### src/rtl/ascon_soc_dec_driver_if.sv
// Host-side byte-stream bundle for ascon_soc_dec_driver: input and result streams with valid/ready handshakes.
interface ascon_soc_dec_driver_if;
  logic [7:0] in_data;
  logic       in_valid;
  logic       in_ready;
  logic [7:0] out_data;
  logic       out_valid;
  logic       out_ready;

  modport master (
    output in_data, in_valid, out_ready,
    input  in_ready, out_data, out_valid
  );

  modport slave (
    input  in_data, in_valid, out_ready,
    output in_ready, out_data, out_valid
  );
endinterface

### src/rtl/ascon_soc_dec_driver.sv
// Sequences one Ascon decryption: collects key/nonce/AD/CT bytes, loads the core, starts it, and streams the result out.
// Optional START watchdog compiled in with `define ASCON_DRV_TIMEOUT_EN.
module ascon_soc_dec_driver #(
  parameter int K       = 128,
  parameter int L       = 16,
  parameter int Y       = 16,
  parameter int TIMEOUT = 4096
) (
  input  logic                   clk,
  input  logic                   rst,
  ascon_soc_dec_driver_if.slave  host,
  output logic                   core_rst_n,
  output logic                   core_in_sel,
  output logic [31:0]            core_in_word,
  output logic                   core_start_sel,
  output logic                   core_start,
  input  logic                   core_ready,
  output logic                   core_out_sel,
  input  logic [7:0]             core_byte,
  output logic                   busy,
  output logic                   err
);

  localparam int unsigned KB  = K / 8;
  localparam int unsigned LB  = L / 8;
  localparam int unsigned YB  = Y / 8;
  localparam int unsigned T   = KB + 16 + LB + YB;
  localparam int unsigned R   = YB + 16;
  localparam int unsigned BCW = $clog2(T + 1);
  localparam int unsigned IW  = $clog2(T);
  localparam int unsigned RCW = $clog2(R + 1);

  localparam logic [BCW-1:0] T_LAST = BCW'(T - 1);
  localparam logic [RCW-1:0] R_ALL  = RCW'(R);

  typedef enum logic [2:0] {
    S_COLLECT,
    S_CRST,
    S_LOAD,
    S_START,
    S_READ,
    S_WRAP
`ifdef ASCON_DRV_TIMEOUT_EN
    , S_ERR
`endif
  } state_t;

  state_t         state_q, state_d;
  logic [BCW-1:0] byte_cnt_q, byte_cnt_d;
  logic [4:0]     word_cnt_q, word_cnt_d;
  logic [RCW-1:0] rd_cnt_q, rd_cnt_d;
  logic [7:0]     out_data_q, out_data_d;
  logic           out_valid_q, out_valid_d;
  logic           cap_pend_q, cap_pend_d;
  logic [7:0]     buf_q [T];

  logic           in_ready_i;
  logic           rst_n_i;
  logic           in_sel_i;
  logic           start_i;
  logic           out_sel_i;
  logic [31:0]    lane_word;
  logic           accept;

`ifdef ASCON_DRV_TIMEOUT_EN
  localparam int unsigned TW = $clog2(TIMEOUT + 1);
  localparam logic [TW-1:0] TMO_LAST = TW'(TIMEOUT - 1);
  logic [TW-1:0]  tmo_q, tmo_d;
  logic           err_i;
`endif

  assign accept = (state_q == S_COLLECT) && host.in_valid;

  always_ff @(posedge clk) begin
    if (!rst) begin
      state_q     <= S_COLLECT;
      byte_cnt_q  <= '0;
      word_cnt_q  <= '0;
      rd_cnt_q    <= '0;
      out_data_q  <= '0;
      out_valid_q <= 1'b0;
      cap_pend_q  <= 1'b0;
      for (int unsigned i = 0; i < T; i++) buf_q[i] <= '0;
    end else begin
      state_q     <= state_d;
      byte_cnt_q  <= byte_cnt_d;
      word_cnt_q  <= word_cnt_d;
      rd_cnt_q    <= rd_cnt_d;
      out_data_q  <= out_data_d;
      out_valid_q <= out_valid_d;
      cap_pend_q  <= cap_pend_d;
      if (accept) buf_q[IW'(byte_cnt_q)] <= host.in_data;
    end
  end

`ifdef ASCON_DRV_TIMEOUT_EN
  always_ff @(posedge clk) begin
    if (!rst) tmo_q <= '0;
    else      tmo_q <= tmo_d;
  end
`endif

  // Lane w packs byte w of each field; short fields pad with zero past their length.
  always_comb begin
    int unsigned w;
    w         = 32'(word_cnt_q);
    lane_word = '0;
    if (state_q == S_LOAD) begin
      if (w < KB) lane_word[7:0]   = buf_q[IW'(w)];
      lane_word[15:8]              = buf_q[IW'(KB + w)];
      if (w < LB) lane_word[23:16] = buf_q[IW'(KB + 16 + w)];
      if (w < YB) lane_word[31:24] = buf_q[IW'(KB + 16 + LB + w)];
    end
  end

  always_comb begin
    state_d     = state_q;
    byte_cnt_d  = byte_cnt_q;
    word_cnt_d  = word_cnt_q;
    rd_cnt_d    = rd_cnt_q;
    out_data_d  = out_data_q;
    out_valid_d = out_valid_q;
    cap_pend_d  = 1'b0;
    in_ready_i  = 1'b0;
    rst_n_i     = 1'b1;
    in_sel_i    = 1'b0;
    start_i     = 1'b0;
    out_sel_i   = 1'b0;
`ifdef ASCON_DRV_TIMEOUT_EN
    tmo_d       = tmo_q;
    err_i       = 1'b0;
`endif

    case (state_q)
      S_COLLECT: begin
        in_ready_i = 1'b1;
        if (host.in_valid) begin
          if (byte_cnt_q == T_LAST) begin
            byte_cnt_d = '0;
            state_d    = S_CRST;
          end else begin
            byte_cnt_d = byte_cnt_q + BCW'(1);
          end
        end
      end

      S_CRST: begin
        rst_n_i = 1'b0;
        if (word_cnt_q == 5'd1) begin
          word_cnt_d = '0;
          state_d    = S_LOAD;
        end else begin
          word_cnt_d = word_cnt_q + 5'd1;
        end
      end

      S_LOAD: begin
        in_sel_i = 1'b1;
        if (word_cnt_q == 5'd15) begin
          word_cnt_d = '0;
          state_d    = S_START;
        end else begin
          word_cnt_d = word_cnt_q + 5'd1;
        end
      end

      S_START: begin
        start_i = 1'b1;
        if (core_ready) begin
          state_d = S_READ;
`ifdef ASCON_DRV_TIMEOUT_EN
          tmo_d   = '0;
        end else if (tmo_q == TMO_LAST) begin
          tmo_d   = '0;
          state_d = S_ERR;
        end else begin
          tmo_d   = tmo_q + TW'(1);
`endif
        end
      end

      // One readout strobe per result byte, issued only once the previous byte has left.
      S_READ: begin
        if (cap_pend_q) begin
          out_data_d  = core_byte;
          out_valid_d = 1'b1;
        end else if (out_valid_q) begin
          if (host.out_ready) begin
            out_valid_d = 1'b0;
            if (rd_cnt_q == R_ALL) begin
              rd_cnt_d = '0;
              state_d  = S_WRAP;
            end
          end
        end else if (rd_cnt_q != R_ALL) begin
          out_sel_i  = 1'b1;
          cap_pend_d = 1'b1;
          rd_cnt_d   = rd_cnt_q + RCW'(1);
        end
      end

      S_WRAP: begin
        out_sel_i = 1'b1;
        state_d   = S_COLLECT;
      end

`ifdef ASCON_DRV_TIMEOUT_EN
      S_ERR: begin
        err_i   = 1'b1;
        rst_n_i = 1'b0;
      end
`endif

      default: state_d = S_COLLECT;
    endcase
  end

  // Outputs are forced to their reset values for as long as rst is held low.
  assign host.in_ready  = rst & in_ready_i;
  assign host.out_valid = rst & out_valid_q;
  assign host.out_data  = rst ? out_data_q : '0;
  assign core_rst_n     = rst & rst_n_i;
  assign core_in_sel    = rst & in_sel_i;
  assign core_in_word   = rst ? lane_word : '0;
  assign core_start_sel = rst & start_i;
  assign core_start     = rst & start_i;
  assign core_out_sel   = rst & out_sel_i;
  assign busy           = rst & (state_q != S_COLLECT);
`ifdef ASCON_DRV_TIMEOUT_EN
  assign err            = rst & err_i;
`else
  assign err            = 1'b0;
`endif

endmodule

### src/flat_wrapper.sv
// flat-port wrapper written by rule: the top's interface ports become plain ports
module ascon_soc_dec_driver_flat 
#(
  parameter int K       = 128,
  parameter int L       = 16,
  parameter int Y       = 16,
  parameter int TIMEOUT = 4096
)
  (clk, rst, core_rst_n, core_in_sel, core_in_word, core_start_sel, core_start, core_ready, core_out_sel, core_byte, busy, err, host_in_data, host_in_valid, host_out_ready, host_in_ready, host_out_data, host_out_valid);
  ascon_soc_dec_driver_if host_i ();
  input  logic clk;
  input  logic rst;
  output logic core_rst_n;
  output logic core_in_sel;
  output logic [31:0] core_in_word;
  output logic core_start_sel;
  output logic core_start;
  input  logic core_ready;
  output logic core_out_sel;
  input  logic [7:0] core_byte;
  output logic busy;
  output logic err;
  input wire logic [$bits(host_i.in_data)-1:0] host_in_data;
  input wire logic [$bits(host_i.in_valid)-1:0] host_in_valid;
  input wire logic [$bits(host_i.out_ready)-1:0] host_out_ready;
  output wire logic [$bits(host_i.in_ready)-1:0] host_in_ready;
  output wire logic [$bits(host_i.out_data)-1:0] host_out_data;
  output wire logic [$bits(host_i.out_valid)-1:0] host_out_valid;
  assign host_i.in_data = host_in_data;
  assign host_i.in_valid = host_in_valid;
  assign host_i.out_ready = host_out_ready;
  assign host_in_ready = host_i.in_ready;
  assign host_out_data = host_i.out_data;
  assign host_out_valid = host_i.out_valid;
  ascon_soc_dec_driver #(.K(K), .L(L), .Y(Y), .TIMEOUT(TIMEOUT)) u_core (.clk(clk), .rst(rst), .host(host_i), .core_rst_n(core_rst_n), .core_in_sel(core_in_sel), .core_in_word(core_in_word), .core_start_sel(core_start_sel), .core_start(core_start), .core_ready(core_ready), .core_out_sel(core_out_sel), .core_byte(core_byte), .busy(busy), .err(err));
endmodule
### config.mk
export PLATFORM = sky130hd
export DESIGN_NAME = ascon_soc_dec_driver_flat
export DESIGN_NICKNAME = d
export VERILOG_FILES = /design/src/rtl/ascon_soc_dec_driver_if.sv /design/src/rtl/ascon_soc_dec_driver.sv /design/src/flat_wrapper.sv
export SDC_FILE = /design/constraint.sdc
export NUM_CORES = 1
export LEC_CHECK = 0
export CAP_MARGIN = 10
export CORE_UTILIZATION = 55
export CTS_CLUSTER_SIZE = 30
export DETAILED_ROUTE_END_ITERATION = 7
export PLACE_DENSITY = 0.73
export REMOVE_ABC_BUFFERS = 1
export SYNTH_ARGS = -nofsm -noshare
export SYNTH_HDL_FRONTEND = slang
export SYNTH_SLANG_ARGS = --single-unit
### constraint.sdc
create_clock -name clk -period 6.05 [get_ports clk]
set_clock_uncertainty 0.2 [all_clocks]
set_input_delay 0.605 -clock clk [delete_from_list [all_inputs] [get_ports clk]]
set_output_delay 0.605 -clock clk [all_outputs]
set_load 0.03 [all_outputs]
-- Word level (Yosys, flattened, before mapping)
Memory sizes are Yosys's and may differ from the RTL's. A register that Yosys moved wholly into a read port is not among the register bits.
Index checks and enable logic that the tools add are counted.
- register bits: 29
- memory bits (writable): 288
- output and inout port bits: 49
- memories kept: 1
- $add $sub $neg: 6
- order comparisons: 2
- equality and inequality tests: 21
- multiplexer cells: 44
- bitwise logic cells: 8
- reduce and logical (&&, ||, !) cells: 11
- memory list (memory ; words ; width ; read ports ; clocked after memory_dff ; write ports ; line ; source):
    u_core.buf_q ; 36 ; 8 ; 4 ; 1 ; 36 ; ascon_soc_dec_driver.sv:55 ; logic [7:0] buf_q [T];
- operator list (operator ; number):
    32-bit 2-to-1 mux ; 2
    8-bit 2-to-1 mux ; 5
    5-bit 2-to-1 mux ; 6
    3-bit 2-to-1 mux ; 9
    6-bit 2-to-1 mux ; 4
    2-bit != test, second input constant ; 8
    1-bit 2-to-1 mux ; 15
    3-bit one-hot mux with 5 select lines ; 1
    6-bit by 5-bit adder with 6-bit output, first input constant ; 2
    5-bit by 1-bit adder with 5-bit output, second input constant ; 2
    5-bit one-hot mux with 2 select lines ; 1
    9-bit AND reduction ; 1
    8-bit OR reduction ; 1
    1-bit bitwise AND ; 7
    5-bit by 5-bit adder with 6-bit output, first input constant ; 1
    6-bit by 1-bit adder with 6-bit output, second input constant ; 1
    3-bit by 2-bit equality test with 1-bit output, second input constant ; 2
    3-bit equality test, second input constant ; 2
    6-bit equality test, second input constant ; 1
    2-bit by 1-bit != test with 1-bit output, second input constant ; 3
    2-bit AND reduction ; 3
    5-bit by 1-bit equality test with 1-bit output, second input constant ; 1
    5-bit by 4-bit equality test with 1-bit output, second input constant ; 1
    5-bit equality test, second input constant ; 1
    other kinds (11) ; 12

-- Depth between registers and ports, before layout
Gate-level depths: netlist (run 1).
- depth in word-level cells: 7
- gate-level depth with buffers: 9
- depth with buffers taken out: 7

-- Worst setup path before layout (run 1)
No wires, ideal clock.
- kind: input to output
- start: input rst
- end: output core_in_word[7]
- arrival time: 2235 ps
- data required time: 5245 ps
- path slack: 3010 ps
- stages on the path: 7
- buffers on the path: 3
- cell sequence: buf_2 and4bb_2 buf_4 nand2_1 clkbuf_1 a211o_1 a31oi_1
- word-level cells in the longest chain between the ends: 1
- ends and longest elaborated chain (element ; line ; source):
    start, declared ; flat_wrapper.sv:12 ; input logic rst;
    32-bit 2-to-1 mux ; ascon_soc_dec_driver.sv:224 ; assign core_in_word = rst ? lane_word : '0;
    end, declared ; flat_wrapper.sv:15 ; output logic [31:0] core_in_word;
No other way between the ends.

-- Worst setup path in the final report (run 1)
- start: register u_core.word_cnt_q[1]
- end: output core_in_word[24]
- word-level cells in the longest chain between the ends: 5
- elaborated cells between the ends (all ways): 6
- those cells by class: 1 x add/sub; 1 x order compare; 3 x mux; 1 x memory
- ends and longest elaborated chain (element ; line ; source):
    start, declared ; ascon_soc_dec_driver.sv:50 ; logic [4:0] word_cnt_q, word_cnt_d;
    start signal, assigned ; ascon_soc_dec_driver.sv:87 ; word_cnt_q <= word_cnt_d;
    6-bit by 5-bit adder with 6-bit output ; ascon_soc_dec_driver.sv:112 ; if (w < YB) lane_word[31:24] = buf_q[IW'(KB + 16 + LB + w)];
    memory read 36 x 8 bit ; - ;
    8-bit 2-to-1 mux (*) ; ascon_soc_dec_driver.sv:112 ;
    32-bit 2-to-1 mux (*) ; ascon_soc_dec_driver.sv:108 ; if (state_q == S_LOAD) begin
    32-bit 2-to-1 mux (*) ; ascon_soc_dec_driver.sv:224 ;
Every way passes the cells marked *; elsewhere a longest branch is shown, timed or not.

==> results.json, run 1 <==
{
  "max_freq_ghz": 0.207,
  "floorplan.initialDensity_pct": 56.1,
  "synth_compound_area_share_pct": 4.11,
  "final_cell_mix": "edfxtp_1 (384), and2_1 (300), mux4_2 (161), nand2_1 (75)",
  "required_ns": 5.24,
  "power_density_nw_per_um2": 266,
  "nFillCells": 2768,
  "grt_max_degree": 70,
  "async_reset_ff_share_pct": 0,
  "rsz0062_at_grt": "no",
  "maxCapViolations": 0,
  "cts.repair.resized": 0,
  "cts_tree": "yes",
  "wire_per_inst_um": 25.5,
  "vias": 12696,
  "layout_commonest_cell": "edfxtp_1",
  "synthFlopType": "edfxtp_1",
  "stdcell_count": 2019,
  "rows": 71,
  "tightest_slew_ns": 1.15,
  "first_global_vias": 12463,
  "cp.depth": 6,
  "ir_drop_mv": 0.228,
  "antenna_found_initial": 0,
  "drc": 0,
  "cts_hold_buf": 0,
  "crit_path_start_kind": "flip-flop",
  "grt_pass1_wl_mm": 76.5,
  "layout.nets": 1503,
  "worstHoldPathType": "flip-flop to flip-flop",
  "arrival_ns": 4.03,
  "muxShareOfSynthArea_pct": 18.9,
  "synth_xor_area_share_pct": 0.372,
  "cp_num_buf_inv": 1,
  "critPathKind": "flip-flop to output pin",
  "register_area_um2": 12200,
  "place_area_um2": 22100,
  "synthCells": 1454,
  "core_area_um2": 37800,
  "drtIter0Drc": 1352,
  "multi_input_comb_area_um2": 8300,
  "crit_family": "flip-flops",
  "reg2reg_depth": 3,
  "max_stage_delay_ns": 1.00,
  "critPathLaunch": "u_core.word_cnt_q[1]",
  "p_leak_nw": 7.76,
  "clk_path_buf_depth": 3,
  "whs_ns": 0.250,
  "synth-edff-count": 384,
  "reg2reg_slack_ns": 2.13,
  "clockRootBuffer": "clkbuf_16",
  "setup_ws_ns": 1.21,
  "yosysSeqAreaShare_pct": 57.7,
  "crit_fanout": 69,
  "place_inst": 1937,
  "detail_route.wirelength_mm": 51.4,
  "hold_viol": 0,
  "grt_usage_pct": 26.8,
  "cts_setup_buffers": 0,
  "synth_top_family_by_area": "multiplexers",
  "numPortBuffers": 68,
  "end_kind": "output pin",
  "status": "finished clean",
  "numCtsBuffers": 44,
  "synth_cell_types": 62,
  "syn_area_um2": 21200,
  "firstDrtPassIters": 5,
  "design.die.area_um2": 39300,
  "timing.rr.end": "u_core.buf_q[30][6]",
  "clock_latency_ns": 0.54,
  "dieHeight_um": 198,
  "grt_overflow": 0,
  "path_clk_slew_ns": 0.06,
  "final_area_um2": 23600,
  "die_w_um": 198,
  "post_drt_via_cell_ratio": 6.29,
  "syn2layout_area_growth_pct": 11.4,
  "fin_total_pwr_mw": 6.26,
  "relSlewSlack_pct": 21.2,
  "path_cells": "ha_1, xor2_1, nand2_1, nand4b_1, and3_1, clkdlybuf4s50_1",
  "io_pins": 70,
  "r2r_start": "u_core.state_q[0]",
  "endpoint": "core_in_word[24]",
  "setup_viol": 0,
  "drive_gt1_share_pct": 19.8,
  "slew_violations": 0,
  "yosys_warnings": 0,
  "synth-seq-cells": 418,
  "synth_fa_ha_area_share_pct": 0.532,
  "syn-mean-instance-area_um2": 14.6,
  "gp_congestion": 0.860,
  "clkSinkCount": 418,
  "cp_slowest_cell": "dfxtp_4",
  "pre_cts_ws_ns": 1.70,
  "h-tree-depth": 2,
  "postRouteAntennaNets": 0,
  "final_core_util_pct": 62.4,
  "period_minus_slack_ns": 4.84,
  "fin_crit_sh_pct": 79.9,
  "fin_tns_setup_ns": 0,
  "synthSimpleGateAreaFrac_pct": 15.2,
  "post-dp-hpwl_mm": 34.7
}
==> area by class of cell <==
class / count / share of cell area [%]
antenna: 1 / 0.0106
clock buffer: 51 / 4.87
clock inverter: 29 / 1.44
inverter: 10 / 0.159
multi-input combinational: 903 / 35.2
sequential: 418 / 51.9
tap: 511 / 2.71
timing repair buffer: 96 / 3.71
==> metal layers <==
metal	track usage, %	vias to the layer above	share of wire, %
met2	43.6	612	48
met5	0	-	0
met4	8.67	0	2.9
li1	-	5585	-
met3	5.45	95	8.8
met1	36.3	6404	40
==> cells by family (layout without fill, tap and decap cells) <==
group                    Yosys count  in the layout
other                              1              2
XOR/XNOR                           9              9
buffers and inverters            133            186
flip-flops                       418            418
AO/OA/AOI/OAI                    135            135
multiplexers                     198            198
adder cells (fa/ha/maj)            9              9
AND/OR/NAND/NOR                  551            551
==> worst min path at each step <==
stage / cells past startpoint / from / to
2_1_floorplan: 2 / u_core.out_data_q[0] / u_core.out_data_q[0]
3_3_place_gp: 2 / u_core.out_data_q[2] / u_core.out_data_q[2]
3_5_place_dp: 2 / u_core.out_data_q[2] / u_core.out_data_q[2]
4_1_cts: 2 / u_core.out_data_q[2] / u_core.out_data_q[2]
5_1_grt: 2 / u_core.out_data_q[5] / u_core.out_data_q[5]
6_report: 2 / u_core.out_data_q[5] / u_core.out_data_q[5]
==> state kept, by name, summed over array words and instances (netlist names), named ones only <==
| name | flops |
|---|---|
| u_core.buf_q | 384 |
| u_core.out_data_q | 8 |
| u_core.byte_cnt_q | 6 |
| u_core.rd_cnt_q | 5 |
| u_core.word_cnt_q | 5 |
| u_core.state_q | 3 |
| u_core.cap_pend_q | 1 |
| u_core.out_valid_q | 1 |
==> power by group <==
| group | switching, mW | total (mW) | internal [mW] |
|---|---|---|---|
| Sequential | 0.0407 | 3.26 | 3.22 |
| Combinational | 0.140 | 0.213 | 0.0737 |
| Clock | 1.12 | 2.79 | 1.67 |
==> worst min-delay path, stage by stage, from the launching register on <==
cell	delay (ns)
dfxtp_1	0.30
nand2_1	0.05
a21oi_1	0.05
==> cell usage after synthesis (3+ instances only) <==
master	number	area, um2
a211o_1	8	70.1
a211oi_1	11	82.6
a21oi_1	19	95.1
a22oi_1	11	82.6
a31oi_1	16	100
and2_1	300	1880
and3_1	12	75.1
buf_1	9	33.8
buf_2	28	140
buf_4	21	158
buf_6	5	56.3
clkbuf_1	59	221
dfxtp_1	34	681
edfxtp_1	384	11500
ha_1	9	113
inv_1	9	33.8
mux2_2	9	101
mux2i_1	28	280
mux4_2	161	3630
nand2_1	75	282
nand2b_1	7	43.8
nand3_1	8	40.0
nand3b_1	3	22.5
nand4_1	12	75.1
nand4b_1	14	123
nor2_1	65	244
nor2_2	9	56.3
nor2_4	7	78.8
nor2b_1	13	81.3
nor3_1	3	15.0
nor3b_1	3	22.5
nor4_1	3	18.8
o21ai_0	39	195
o221ai_1	5	43.8
o22ai_1	10	62.6
o31ai_1	4	30.0
or3_1	3	18.8
or3b_2	3	26.3
xnor2_1	5	43.8
xor2_1	4	35.0
Power figures use the tool's default switching activity.
==> inputs of run 2 (changes only) <==
Settings changed: PLACE_DENSITY 0.73 to 0.76.
Clock period 6.05 ns to 4.2 ns, I/O delays scaled along.
==> run 2 against run 1 <==
Wire length grew 3.9%. Global-route usage grew 1.2 points. Die area is the same. Largest power group unchanged. Critical path depth shrank 1. Clock-buffer cell count grew 3. Via count grew 4.4%. Critical path type unchanged. Register-to-register slack lost 1.0 ns.
==> results.json, run 2 (synthesized netlist as in run 1, its figures left out) <==
{
  "slew_violations": 0,
  "die_w_um": 198,
  "clk_path_buf_depth": 3,
  "layout.nets": 1568,
  "postRouteAntennaNets": 0,
  "io_pins": 70,
  "grt_pass1_wl_mm": 80.4,
  "design.die.area_um2": 39300,
  "drive_gt1_share_pct": 23.2,
  "drc": 0,
  "whs_ns": 0.222,
  "power.share.clock_pct": 43.4,
  "fin_total_pwr_mw": 8.90,
  "numCtsBuffers": 43,
  "stdcell_count": 2081,
  "period_minus_slack_ns": 4.02,
  "numPortBuffers": 68,
  "cts_tree": "yes",
  "pre_cts_ws_ns": 0.589,
  "end_kind": "output pin",
  "tightest_slew_ns": 1.13,
  "drtIter0Drc": 1322,
  "final_cell_mix": "edfxtp_1 (384), and2_1 (300), mux4_2 (161), buf_4 (94), nand2_1 (75)",
  "setup_ws_ns": 0.182,
  "register_area_um2": 12200,
  "crit_fanout": 41,
  "rows": 71,
  "syn2layout_area_growth_pct": 13.7,
  "p_leak_nw": 8.06,
  "grt_max_degree": 58,
  "status": "finished clean",
  "layout_commonest_cell": "edfxtp_1",
  "place_area_um2": 22600,
  "hold_viol": 0,
  "required_ns": 3.58,
  "critPathKind": "flip-flop to output pin",
  "place_inst": 2003,
  "post_drt_via_cell_ratio": 6.37,
  "max_freq_ghz": 0.249,
  "cts_hold_buf": 0,
  "detail_route.wirelength_mm": 53.4,
  "ir_drop_mv": 0.372,
  "firstDrtPassIters": 5,
  "gp_congestion": 0.880,
  "clkSinkCount": 418,
  "reg2reg_slack_ns": 1.11,
  "power.internal_mw": 7.02,
  "top_register": "u_core.buf_q",
  "h-tree-depth": 2,
  "p_comb_share_pct": 3.8,
  "final_area_um2": 24100,
  "worstHoldPathType": "input pin to flip-flop",
  "first_global_vias": 13123,
  "largest_reg_flops": 384,
  "fin_crit_sh_pct": 95.7,
  "rsz0062_at_grt": "no",
  "dieHeight_um": 198,
  "core_area_um2": 37800,
  "maxCapViolations": 0,
  "setup_viol": 0,
  "multi_input_comb_area_um2": 8300,
  "path_clk_slew_ns": 0.07,
  "power_density_nw_per_um2": 370,
  "floorplan.initialDensity_pct": 56.1,
  "crit_path_start_kind": "flip-flop",
  "clockRootBuffer": "clkbuf_16",
  "clock_latency_ns": 0.54,
  "seq_power_share_pct": 52.7,
  "wire_per_inst_um": 25.7,
  "antenna_found_initial": 0,
  "grt_overflow": 0,
  "switching_share_pct": 21.1,
  "arrival_ns": 3.40,
  "post-dp-hpwl_mm": 35.7,
  "largestRegisters": "u_core.buf_q (384), u_core.out_data_q (8), u_core.byte_cnt_q (6)",
  "relSlewSlack_pct": 24.3,
  "nFillCells": 2688,
  "grt_usage_pct": 27.9,
  "power_switching_mw": 1.88,
  "vias": 13251
}
==> run 2: cell count changes in the layout (fill, tap and decap cells not counted) <==
| cell | change |
|---|---|
| buf_12 | +5 |
| buf_2 | -3 |
| buf_4 | +67 |
| bufinv_16 | -3 |
| clkbuf_8 | +3 |
| clkdlybuf4s50_1 | -3 |
| clkinv_2 | -6 |
| clkinvlp_4 | +3 |
| dfxtp_2 | -1 |
| dfxtp_4 | +1 |
| inv_6 | -1 |
| o21ai_0 | +1 |
| o21ai_1 | -1 |
==> run 2: cell type report <==
type,instances,share of cell area [%]
timing repair buffer,162,5.95
inverter,10,0.156
multi-input combinational,903,34.5
clock inverter,22,0.967
sequential,418,50.8
clock buffer,54,4.95
antenna,1,0.0104
tap,511,2.66
==> run 2: metal layers <==
layer  vias up  share of wire (%)  global-route usage, %
li1       5711                  -                      -
met1      6667                 38                   37.1
met2       762                 49                   45.9
met3       111                9.4                   4.51
met4         0                4.1                   11.9
met5         -                  0                      0
==> run 2: worst paths after layout <==
kind / startpoint / to / depth (start not counted)
min reg2reg: u_core.out_data_q[4] / u_core.out_data_q[4] / 2
max: u_core.word_cnt_q[1] / core_in_word[15] / 5
min: core_byte[4] / u_core.out_data_q[4] / 3
max reg2reg: u_core.state_q[0] / u_core.buf_q[31][4] / 6
==> run 2: power by group through the flow <==
stage	Clock, mW	Combinational [mW]	Sequential, mW
final	3.87	0.341	4.69
after global routing	4.04	0.361	4.70
after CTS	3.89	0.339	4.69
after detailed placement	0	0.338	4.78
after global placement	0	0.330	4.77
after floorplan	0	0.150	4.75
==> run 2: critical path, cell delays in order, from the launching register on <==
cell	delay, ns
dfxtp_4	0.72
mux4_2	0.36
a22oi_1	0.09
and3_1	0.26
a221oi_1	0.60
clkdlybuf4s50_1	0.79
==> run 2: timing repair <==
item,4_1_cts,5_1_grt
resized for setup,0,1
endpoints found under the setup margin,0,4
hold endpoints to repair,0,0
buffers inserted,0,1
==> run 2: stage by stage <==
stage / setup TNS [ns] / util [%]
2_1_floorplan: -59.45 / -
3_3_place_gp: 0 / 59.9
3_5_place_dp: 0 / 59.9
4_1_cts: 0 / 63.7
5_1_grt: 0 / 63.7
6_report: 0 / 63.7
